===== src/rtl/dmem_ctrl_if.sv =====
// dmem_ctrl_if: bundles the core request/response handshake and the data SRAM bus.
//   master : core + SRAM side (drives req_*, sram_rdata; observes everything else)
//   slave  : dmem_ctrl side (drives req_ready, resp_*, sram_en/wen/addr/wdata)
interface dmem_ctrl_if #(
    parameter int ADDR_W = 32
);
    logic              req_valid;
    logic              req_ready;
    logic              req_wr;
    logic [1:0]        req_size;
    logic              req_signed;
    logic [ADDR_W-1:0] req_addr;
    logic [31:0]       req_wdata;
    logic              resp_valid;
    logic [31:0]       resp_rdata;
    logic              resp_err;
    logic              sram_en;
    logic [3:0]        sram_wen;
    logic [ADDR_W-1:0] sram_addr;
    logic [31:0]       sram_wdata;
    logic [31:0]       sram_rdata;

    modport master (
        output req_valid, req_wr, req_size, req_signed, req_addr, req_wdata, sram_rdata,
        input  req_ready, resp_valid, resp_rdata, resp_err,
        input  sram_en, sram_wen, sram_addr, sram_wdata
    );

    modport slave (
        input  req_valid, req_wr, req_size, req_signed, req_addr, req_wdata, sram_rdata,
        output req_ready, resp_valid, resp_rdata, resp_err,
        output sram_en, sram_wen, sram_addr, sram_wdata
    );
endinterface


===== src/rtl/dmem_ctrl.sv =====
// dmem_ctrl: data-memory access controller between the core memory stage and the data SRAM.
//   Byte/half/word loads and stores with lane write enables, sign/zero-extended loads,
//   and a ready/valid handshake tolerating RD_LAT/WR_LAT SRAM cycles.
//   clk    : rising-edge clock
//   resetn : asynchronous active-low reset
//   bus    : dmem_ctrl_if.slave (req_* / resp_* handshake, sram_* bus)
//   Optional: define DMEM_MISALIGN_CHK_EN to flag misaligned half/word accesses with
//   resp_err instead of aligning them down.
module dmem_ctrl #(
    parameter int ADDR_W = 32,
    parameter int RD_LAT = 1,
    parameter int WR_LAT = 1
) (
    input logic        clk,
    input logic        resetn,
    dmem_ctrl_if.slave bus
);
    typedef enum logic [1:0] {IDLE, ACCESS, RESP} state_t;

    state_t            state, nxt;
    logic [2:0]        cnt;
    logic              wr_q, sgn_q;
    logic [1:0]        size_q, a_q;
    logic [1:0]        a;
    logic              mis;
    logic [3:0]        wen;
    logic [31:0]       wdata;
    logic [7:0]        lane_b;
    logic [15:0]       lane_h;
    logic [31:0]       ext;
    logic              en_q;
    logic [3:0]        wen_q;
    logic [ADDR_W-1:0] addr_q;
    logic [31:0]       wdata_q, rdata_q;
    logic              valid_q;

    assign a = bus.req_addr[1:0];

`ifdef DMEM_MISALIGN_CHK_EN
    assign mis = (bus.req_size == 2'b01 && a[0]) || (bus.req_size[1] && a != 2'b00);
`else
    assign mis = 1'b0;
`endif

    // Store lanes; size 11 falls through to word.
    assign wen   = (bus.req_size == 2'b00) ? 4'b0001 << a :
                   (bus.req_size == 2'b01) ? (a[1] ? 4'b1100 : 4'b0011) : 4'b1111;
    assign wdata = (bus.req_size == 2'b00) ? {4{bus.req_wdata[7:0]}} :
                   (bus.req_size == 2'b01) ? {2{bus.req_wdata[15:0]}} : bus.req_wdata;

    // Load extract uses the latched request, since the core may change req_* once accepted.
    assign lane_b = bus.sram_rdata[{a_q, 3'b000} +: 8];
    assign lane_h = a_q[1] ? bus.sram_rdata[31:16] : bus.sram_rdata[15:0];
    assign ext    = (size_q == 2'b00) ? {{24{sgn_q & lane_b[7]}}, lane_b} :
                    (size_q == 2'b01) ? {{16{sgn_q & lane_h[15]}}, lane_h} : bus.sram_rdata;

    always_comb begin
        nxt = state;
        unique case (state)
            IDLE: begin
                if (bus.req_valid) nxt = mis ? RESP : ACCESS;
            end
            ACCESS: begin
                if (cnt == 3'd1) nxt = RESP;
            end
            default: nxt = IDLE;
        endcase
    end

    always_ff @(posedge clk or negedge resetn) begin
        if (!resetn) begin
            state   <= IDLE;
            cnt     <= '0;
            wr_q    <= 1'b0;
            sgn_q   <= 1'b0;
            size_q  <= '0;
            a_q     <= '0;
            en_q    <= 1'b0;
            wen_q   <= '0;
            addr_q  <= '0;
            wdata_q <= '0;
            rdata_q <= '0;
            valid_q <= 1'b0;
        end else begin
            state   <= nxt;
            en_q    <= 1'b0;
            wen_q   <= '0;
            valid_q <= (nxt == RESP);
            if (state == ACCESS) cnt <= cnt - 3'd1;
            if (state == IDLE && bus.req_valid) begin
                wr_q   <= bus.req_wr;
                sgn_q  <= bus.req_signed;
                size_q <= bus.req_size;
                a_q    <= a;
                cnt    <= bus.req_wr ? 3'(WR_LAT) : 3'(RD_LAT);
                // A flagged misaligned access skips the SRAM cycle entirely.
                if (!mis) begin
                    en_q    <= 1'b1;
                    wen_q   <= bus.req_wr ? wen : 4'b0000;
                    addr_q  <= {bus.req_addr[ADDR_W-1:2], 2'b00};
                    wdata_q <= wdata;
                end
            end
            // Entering RESP from IDLE only happens for a misaligned access: data is 0.
            if (nxt == RESP) rdata_q <= (state == ACCESS && !wr_q) ? ext : 32'b0;
        end
    end

`ifdef DMEM_MISALIGN_CHK_EN
    logic err_q;

    always_ff @(posedge clk or negedge resetn) begin
        if (!resetn) err_q <= 1'b0;
        else if (state == IDLE && bus.req_valid) err_q <= mis;
    end

    assign bus.resp_err = err_q & valid_q;
`else
    assign bus.resp_err = 1'b0;
`endif

    assign bus.req_ready  = (state == IDLE);
    assign bus.resp_valid = valid_q;
    assign bus.resp_rdata = rdata_q;
    assign bus.sram_en    = en_q;
    assign bus.sram_wen   = wen_q;
    assign bus.sram_addr  = addr_q;
    assign bus.sram_wdata = wdata_q;
endmodule


===== src/flat_wrapper.sv =====
// flat-port wrapper written by rule: the top's interface ports become plain ports
module dmem_ctrl_flat 
#(
    parameter int ADDR_W = 32,
    parameter int RD_LAT = 1,
    parameter int WR_LAT = 1
)
  (clk, resetn, bus_req_valid, bus_req_wr, bus_req_size, bus_req_signed, bus_req_addr, bus_req_wdata, bus_sram_rdata, bus_req_ready, bus_resp_valid, bus_resp_rdata, bus_resp_err, bus_sram_en, bus_sram_wen, bus_sram_addr, bus_sram_wdata);
  dmem_ctrl_if #(.ADDR_W(ADDR_W)) bus_i ();
  input logic clk;
  input logic resetn;
  input wire logic [$bits(bus_i.req_valid)-1:0] bus_req_valid;
  input wire logic [$bits(bus_i.req_wr)-1:0] bus_req_wr;
  input wire logic [$bits(bus_i.req_size)-1:0] bus_req_size;
  input wire logic [$bits(bus_i.req_signed)-1:0] bus_req_signed;
  input wire logic [$bits(bus_i.req_addr)-1:0] bus_req_addr;
  input wire logic [$bits(bus_i.req_wdata)-1:0] bus_req_wdata;
  input wire logic [$bits(bus_i.sram_rdata)-1:0] bus_sram_rdata;
  output wire logic [$bits(bus_i.req_ready)-1:0] bus_req_ready;
  output wire logic [$bits(bus_i.resp_valid)-1:0] bus_resp_valid;
  output wire logic [$bits(bus_i.resp_rdata)-1:0] bus_resp_rdata;
  output wire logic [$bits(bus_i.resp_err)-1:0] bus_resp_err;
  output wire logic [$bits(bus_i.sram_en)-1:0] bus_sram_en;
  output wire logic [$bits(bus_i.sram_wen)-1:0] bus_sram_wen;
  output wire logic [$bits(bus_i.sram_addr)-1:0] bus_sram_addr;
  output wire logic [$bits(bus_i.sram_wdata)-1:0] bus_sram_wdata;
  assign bus_i.req_valid = bus_req_valid;
  assign bus_i.req_wr = bus_req_wr;
  assign bus_i.req_size = bus_req_size;
  assign bus_i.req_signed = bus_req_signed;
  assign bus_i.req_addr = bus_req_addr;
  assign bus_i.req_wdata = bus_req_wdata;
  assign bus_i.sram_rdata = bus_sram_rdata;
  assign bus_req_ready = bus_i.req_ready;
  assign bus_resp_valid = bus_i.resp_valid;
  assign bus_resp_rdata = bus_i.resp_rdata;
  assign bus_resp_err = bus_i.resp_err;
  assign bus_sram_en = bus_i.sram_en;
  assign bus_sram_wen = bus_i.sram_wen;
  assign bus_sram_addr = bus_i.sram_addr;
  assign bus_sram_wdata = bus_i.sram_wdata;
  dmem_ctrl #(.ADDR_W(ADDR_W), .RD_LAT(RD_LAT), .WR_LAT(WR_LAT)) u_core (.clk(clk), .resetn(resetn), .bus(bus_i));
endmodule

===== config.mk =====
export PLATFORM = sky130hd
export DESIGN_NAME = dmem_ctrl_flat
export DESIGN_NICKNAME = d
export VERILOG_FILES = /design/src/rtl/dmem_ctrl_if.sv /design/src/rtl/dmem_ctrl.sv /design/src/flat_wrapper.sv
export SDC_FILE = /design/constraint.sdc
export NUM_CORES = 1
export LEC_CHECK = 0
export CORE_MARGIN = 5
export CORE_UTILIZATION = 45
export DETAILED_ROUTE_END_ITERATION = 7
export DONT_BUFFER_PORTS = 1
export PLACE_DENSITY = 0.67
export SLEW_MARGIN = 20
export SYNTH_ARGS = -nofsm -noshare
export SYNTH_HDL_FRONTEND = slang
export SYNTH_SLANG_ARGS = --single-unit
export TNS_END_PERCENT = 20

===== constraint.sdc =====
create_clock -name clk -period 2.01 [get_ports clk]
set_input_delay 0.402 -clock clk [delete_from_list [all_inputs] [get_ports clk]]
set_output_delay 0.402 -clock clk [all_outputs]
set_load 0.02 [all_outputs]

== Word level (Yosys, flattened, before mapping) ==
Index checks and enable logic that the tools add are counted.
Word-level totals
  flip-flop bits (word level): 111
  latch bits: 0
  memory bits (writable): 0
  bits in read-only memories: 0
  input port bits: 103
  output and inout port bits: 104
  word-level logic and storage cells: 46
  memories kept: 0
Operators by class
  add/sub/neg operators: 1
  multiply operators: 0
  div/mod/pow operators: 0
  order comparisons: 0
  equality and inequality tests: 5
  shift operators: 2
  muxes and demuxes: 17
  bitwise gates (word level): 2
  reductions and logical operators: 7
Operators with widths (count)
  $mux W32: 5
  $shiftx A32 B6 Y8: 1
  $mux W4: 5
  $mux W16: 1
  $eq A2 B1 Y1 const B: 3
  $logic_not A2 Y1: 3
  $mux W3: 2
  $mux W2: 2
  $pmux W2 S2: 1
  $shl A1 B2 Y4 const A: 1
  $eq A3 B1 Y1 const B: 1
  $sub A3 B1 Y3 const B: 1
  $and A1 B1 Y1: 2
  $eq A2 B2 Y1 const B: 1
  $logic_and A1 B1 Y1: 2
  $reduce_bool A2 Y1: 1
  $logic_not A1 Y1: 1
  $mux W1: 1

== Longest topological paths before layout ==
  depth in word-level cells: 5
  mapped depth: 8
  mapped depth without buffers: 5

== Least setup slack after synthesis ==
OpenSTA, ideal clock, no wires.
  kind: flip-flop to flip-flop
  from: register u_core.cnt[1]
  to: register u_core.rdata_q[22] (netlist: u_core.bus.resp_rdata[22])
  library setup time: 0.104 ns
  arrival: 1.710 ns
  required time: 1.906 ns
  slack: 0.197 ns
  cell stages (with the launch flop): 9
  path buffers: 3
  period minus slack after synthesis: 1.813 ns
  cells stage by stage: dfrtp_1 -> inv_1 -> ha_1 -> nand4bb_1 -> buf_2 -> or3_1 -> buf_2 -> buf_6 -> o41ai_2
Between the ends
  cells in the longest elaborated chain, start to end: 4
Ends and longest elaborated chain
  start: declaration: line dmem_ctrl.sv:21  | logic [2:0] cnt;
  start signal: assignment: line dmem_ctrl.sv:89  | if (state == ACCESS) cnt <= cnt - 3'd1;
  start signal: assignment: line dmem_ctrl.sv:95  | cnt <= bus.req_wr ? 3'(WR_LAT) : 3'(RD_LAT);
  $eq A3 B1 Y1: line dmem_ctrl.sv:64  | if (cnt == 3'd1) nxt = RESP;
  $mux W2: line dmem_ctrl.sv:64
  $pmux W2 S2: line dmem_ctrl.sv:59  | unique case (state)
  $eq A2 B2 Y1: line dmem_ctrl.sv:105  | if (nxt == RESP) rdata_q <= (state == ACCESS && !wr_q) ? ext : 32'b0;
  end signal: assignment: line dmem_ctrl.sv:105
  end: declaration: line dmem_ctrl.sv:34  | logic [31:0] wdata_q, rdata_q;
No other way between the ends.
A chain may end at the register's enable or synchronous reset.

== Worst setup path after layout ==
  from: register u_core.a_q[0]
  to: register u_core.rdata_q[2] (netlist: u_core.bus.resp_rdata[2])
Between the ends
  cells in the longest elaborated chain, start to end: 3
Ends and longest elaborated chain
  start: declaration: line dmem_ctrl.sv:23  | logic [1:0] size_q, a_q;
  start signal: assignment: line dmem_ctrl.sv:77  | a_q <= '0;
  start signal: assignment: line dmem_ctrl.sv:94  | a_q <= a;
  $shiftx A32 B6 Y8: line dmem_ctrl.sv:52  | assign lane_b = bus.sram_rdata[{a_q, 3'b000} +: 8];
  $mux W32: line dmem_ctrl.sv:54  | assign ext = (size_q == 2'b00) ? {{24{sgn_q & lane_b[7]}}, lane_b} :
  $mux W32: line dmem_ctrl.sv:105
No other way between the ends.

==> impl_metrics.ini <==
[status]
status = finished, violations left
violations = negative hold slack

[worst_setup_path]
end_kind = register
critPathBufInv = 0
cp_max_fo = 10
critical-path-max-stage-delay_ns = 0.66
crit_path_end = u_core.bus.resp_rdata[2]
critPathLaunchType = register
startpoint = u_core.a_q[0]
crit_arrival_ns = 2.11
critical_path_class = reg -> reg
reg2reg_depth = 3
crit_cells = 3
required_ns = 2.25
ff2ff_setup_slack_ns = 0.13
slowest_stage = dfrtp_1
reg2reg_from = u_core.a_q[0]
rr_endpoint = u_core.bus.resp_rdata[2]
path_delay_family = flip-flops
path_cells = mux4_2, or3_1, a32o_1

[die]
die_area_um2 = 14400
initial_core_util_pct = 45.7
core_um2 = 11900
ios = 207
die_w_um = 120
rows = 40
die_h_um = 120

[power]
p_sw_uw = 4580
p_int_uw = 5910
leakage_uw = 0.00253
vdd_drop_max_v = 0.000775
switching_share_pct = 43.7
p_per_area_nw_per_um2 = 1780
pwr-share-clk_pct = 17.7
power.share.sequential_pct = 50.4
p_comb_share_pct = 31.9

[drt]
wl_met2_um = 6700
top_layer = met4
vias = 3704
wl_met1_um = 5200
drc = 0
dr.pass1.iters = 4
drtIter0Drc = 232
vias_per_cell = 6.02
routedWlPerCell_um = 22.8
drt-total-wl_um = 14000
ant_nets = 0
wl_met3_um = 1820

[logic_synthesis]
synth.distinct_cells = 33
synth.ff_latch_count = 111
avgSynthCellArea_um2 = 11.3
yosysWarnings = 0
netlist_instances = 480
yosysSeqAreaShare_pct = 51.0
synth_area_um2 = 5440

[timing]
tightest_slew_ns = 0.868
final_max_slew_viol_count = 0
finClkSkew_ns = 0.00838
period_needed_ns = 1.88
final-hold-violation-count = 111
fmax_ghz = 0.533
layout_setup_ws_ns = 0.134
relSlewSlack_pct = 42.1
rsz0062_at_grt = false
post-route-period-util_pct = 93.3
hold_ws_ns = -0.254
setup_viol = 0
tns_ns = 0

[layout]
diodes = 0
mostFrequentLayoutCells = dfrtp_1 (111), nor2_1 (58), mux2_2 (49)
final_core_util_pct = 49.4
nNetsFinal = 568
final_layout_size_suffix_gt1_share_pct = 23.1
area_growth_syn_to_layout_pct = 8.05
final_common_cell = dfrtp_1

[global_routing]
grt_pass1_vias = 4033
track_usage_pct = 19.8
grt_pass1_wl_um = 22400
grt_remaining_overflow = 0
antenna_found_initial = 0
grt_start_max_net_pins = 112

[place]
hpwl_um = 10100
numPortBuffers = 0
gp_congestion = 0.768
dp_slack_ns = 0.119

[run]
maxCapViolations = 0

[cts]
numCtsBuffers = 9
insertion_delay_ns = 0.35
cts_tree = yes
clk_path_buf_depth = 2
clock-sinks = 111
cts_setup_buffers = 0
htree_levels = 3
clock-root-buffer = clkbuf_16
clkTransAtPathRegs_ns = 0.08

[min_path]
min_path_type = in -> async
==> timing repair <==
item / CTS / global route
gates resized for setup: 0 / 1
hold endpoints to repair: 111 / 111
endpoints found under the setup margin: 0 / 1
==> layer usage <==
layer | GRT usage (%) | vias to the layer above
met1 | 22.5 | 1851
met4 | 7.52 | 0
met5 | 0 | -
met3 | 9.75 | 19
li1 | - | 1666
met2 | 32.2 | 168
==> worst reg2reg max path: stages, from the launching register on <==
cell and delay (ns):
dfrtp_1 0.66, mux4_2 0.56, or3_1 0.32, a32o_1 0.23
==> cell usage after synthesis <==
library cell | count | area (um^2)
o21a_1 | 7 | 52.6
o21bai_1 | 1 | 7.51
buf_4 | 3 | 22.5
buf_2 | 12 | 60.1
or3b_2 | 1 | 8.76
a32o_1 | 7 | 70.1
mux2i_1 | 26 | 260
buf_1 | 2 | 7.51
buf_6 | 2 | 22.5
o21ai_0 | 24 | 120
mux4_2 | 7 | 158
clkinv_1 | 1 | 3.75
a22o_1 | 2 | 17.5
clkbuf_1 | 23 | 86.3
ha_1 | 2 | 25.0
o41ai_1 | 5 | 43.8
or3_1 | 8 | 50.1
nand3b_1 | 1 | 7.51
nand2b_1 | 3 | 18.8
mux2_2 | 49 | 552
nor2_1 | 58 | 218
o41ai_2 | 20 | 325
inv_1 | 9 | 33.8
nor2b_1 | 7 | 43.8
nor3_1 | 9 | 45.0
conb_1 | 1 | 3.75
nand4bb_1 | 1 | 11.3
o211a_1 | 1 | 10.0
nor3b_1 | 16 | 120
nand2_1 | 38 | 143
dfrtp_1 | 111 | 2780
a31oi_1 | 1 | 6.26
a21oi_1 | 22 | 110
==> metrics by stage <==
stage / power (uW) / cell area (um^2) / hold slack (ns) / instances
floorplan: 7810 / 5450 / 0.106 / 482
global placement: 8530 / 5560 / 0.112 / 599
detailed placement: 8710 / 5560 / 0.112 / 599
CTS: 10600 / 5870 / -0.264 / 615
global route: 11200 / 5880 / -0.274 / 615
finish: 10500 / 5880 / -0.254 / 615
==> power by group through the flow <==
stage / registers, uW / clock network [uW] / logic [uW]
after global placement: 5330 / 0 / 3200
after detailed placement: 5340 / 0 / 3370
after global routing: 5440 / 2000 / 3720
after CTS: 5330 / 1890 / 3370
after floorplan: 4920 / 0 / 2890
final: 5290 / 1850 / 3350
==> sequential cells by signal, summed over array words and instances, names as in the netlist <==
name                   count
u_core.bus.resp_rdata     32
u_core.bus.sram_wdata     32
u_core.bus.sram_addr      30
u_core.bus.sram_wen        4
u_core.cnt                 3
u_core.a_q                 2
u_core.size_q              2
u_core.state               2
u_core.bus.resp_valid      1
u_core.bus.sram_en         1
u_core.sgn_q               1
u_core.wr_q                1
==> final cells by class <==
| type | instances | area [um^2] |
|---|---|---|
| sequential | 111 | 2780 |
| clock buffer | 9 | 225 |
| fill | 1061 | 6030 |
| multi-input combinational | 319 | 2450 |
| inverter | 10 | 37.5 |
| tap | 147 | 184 |
| clock inverter | 7 | 87.6 |
| timing repair buffer | 12 | 115 |
==> kinds of logic after synthesis <==
family / share of synthesized area, %
buffers and inverters: 4.35
other: 0.0689
adder cells (fa/ha/maj): 0.460
flip-flops: 51.0
AO/OA/AOI/OAI: 14.0
AND/OR/NAND/NOR: 12.2
multiplexers: 17.8
==> worst min path at each step <==
stage | start | endpoint | depth (start not counted)
6_report | resetn | u_core.bus.sram_wen[3] | 0
2_1_floorplan | resetn | u_core.a_q[0] | 0
5_1_grt | resetn | u_core.bus.resp_rdata[3] | 0
3_3_place_gp | resetn | u_core.bus.resp_rdata[3] | 0
3_5_place_dp | resetn | u_core.bus.resp_rdata[10] | 0
4_1_cts | resetn | u_core.bus.sram_wen[3] | 0
Note: power is estimated with default switching activity, not from simulation.
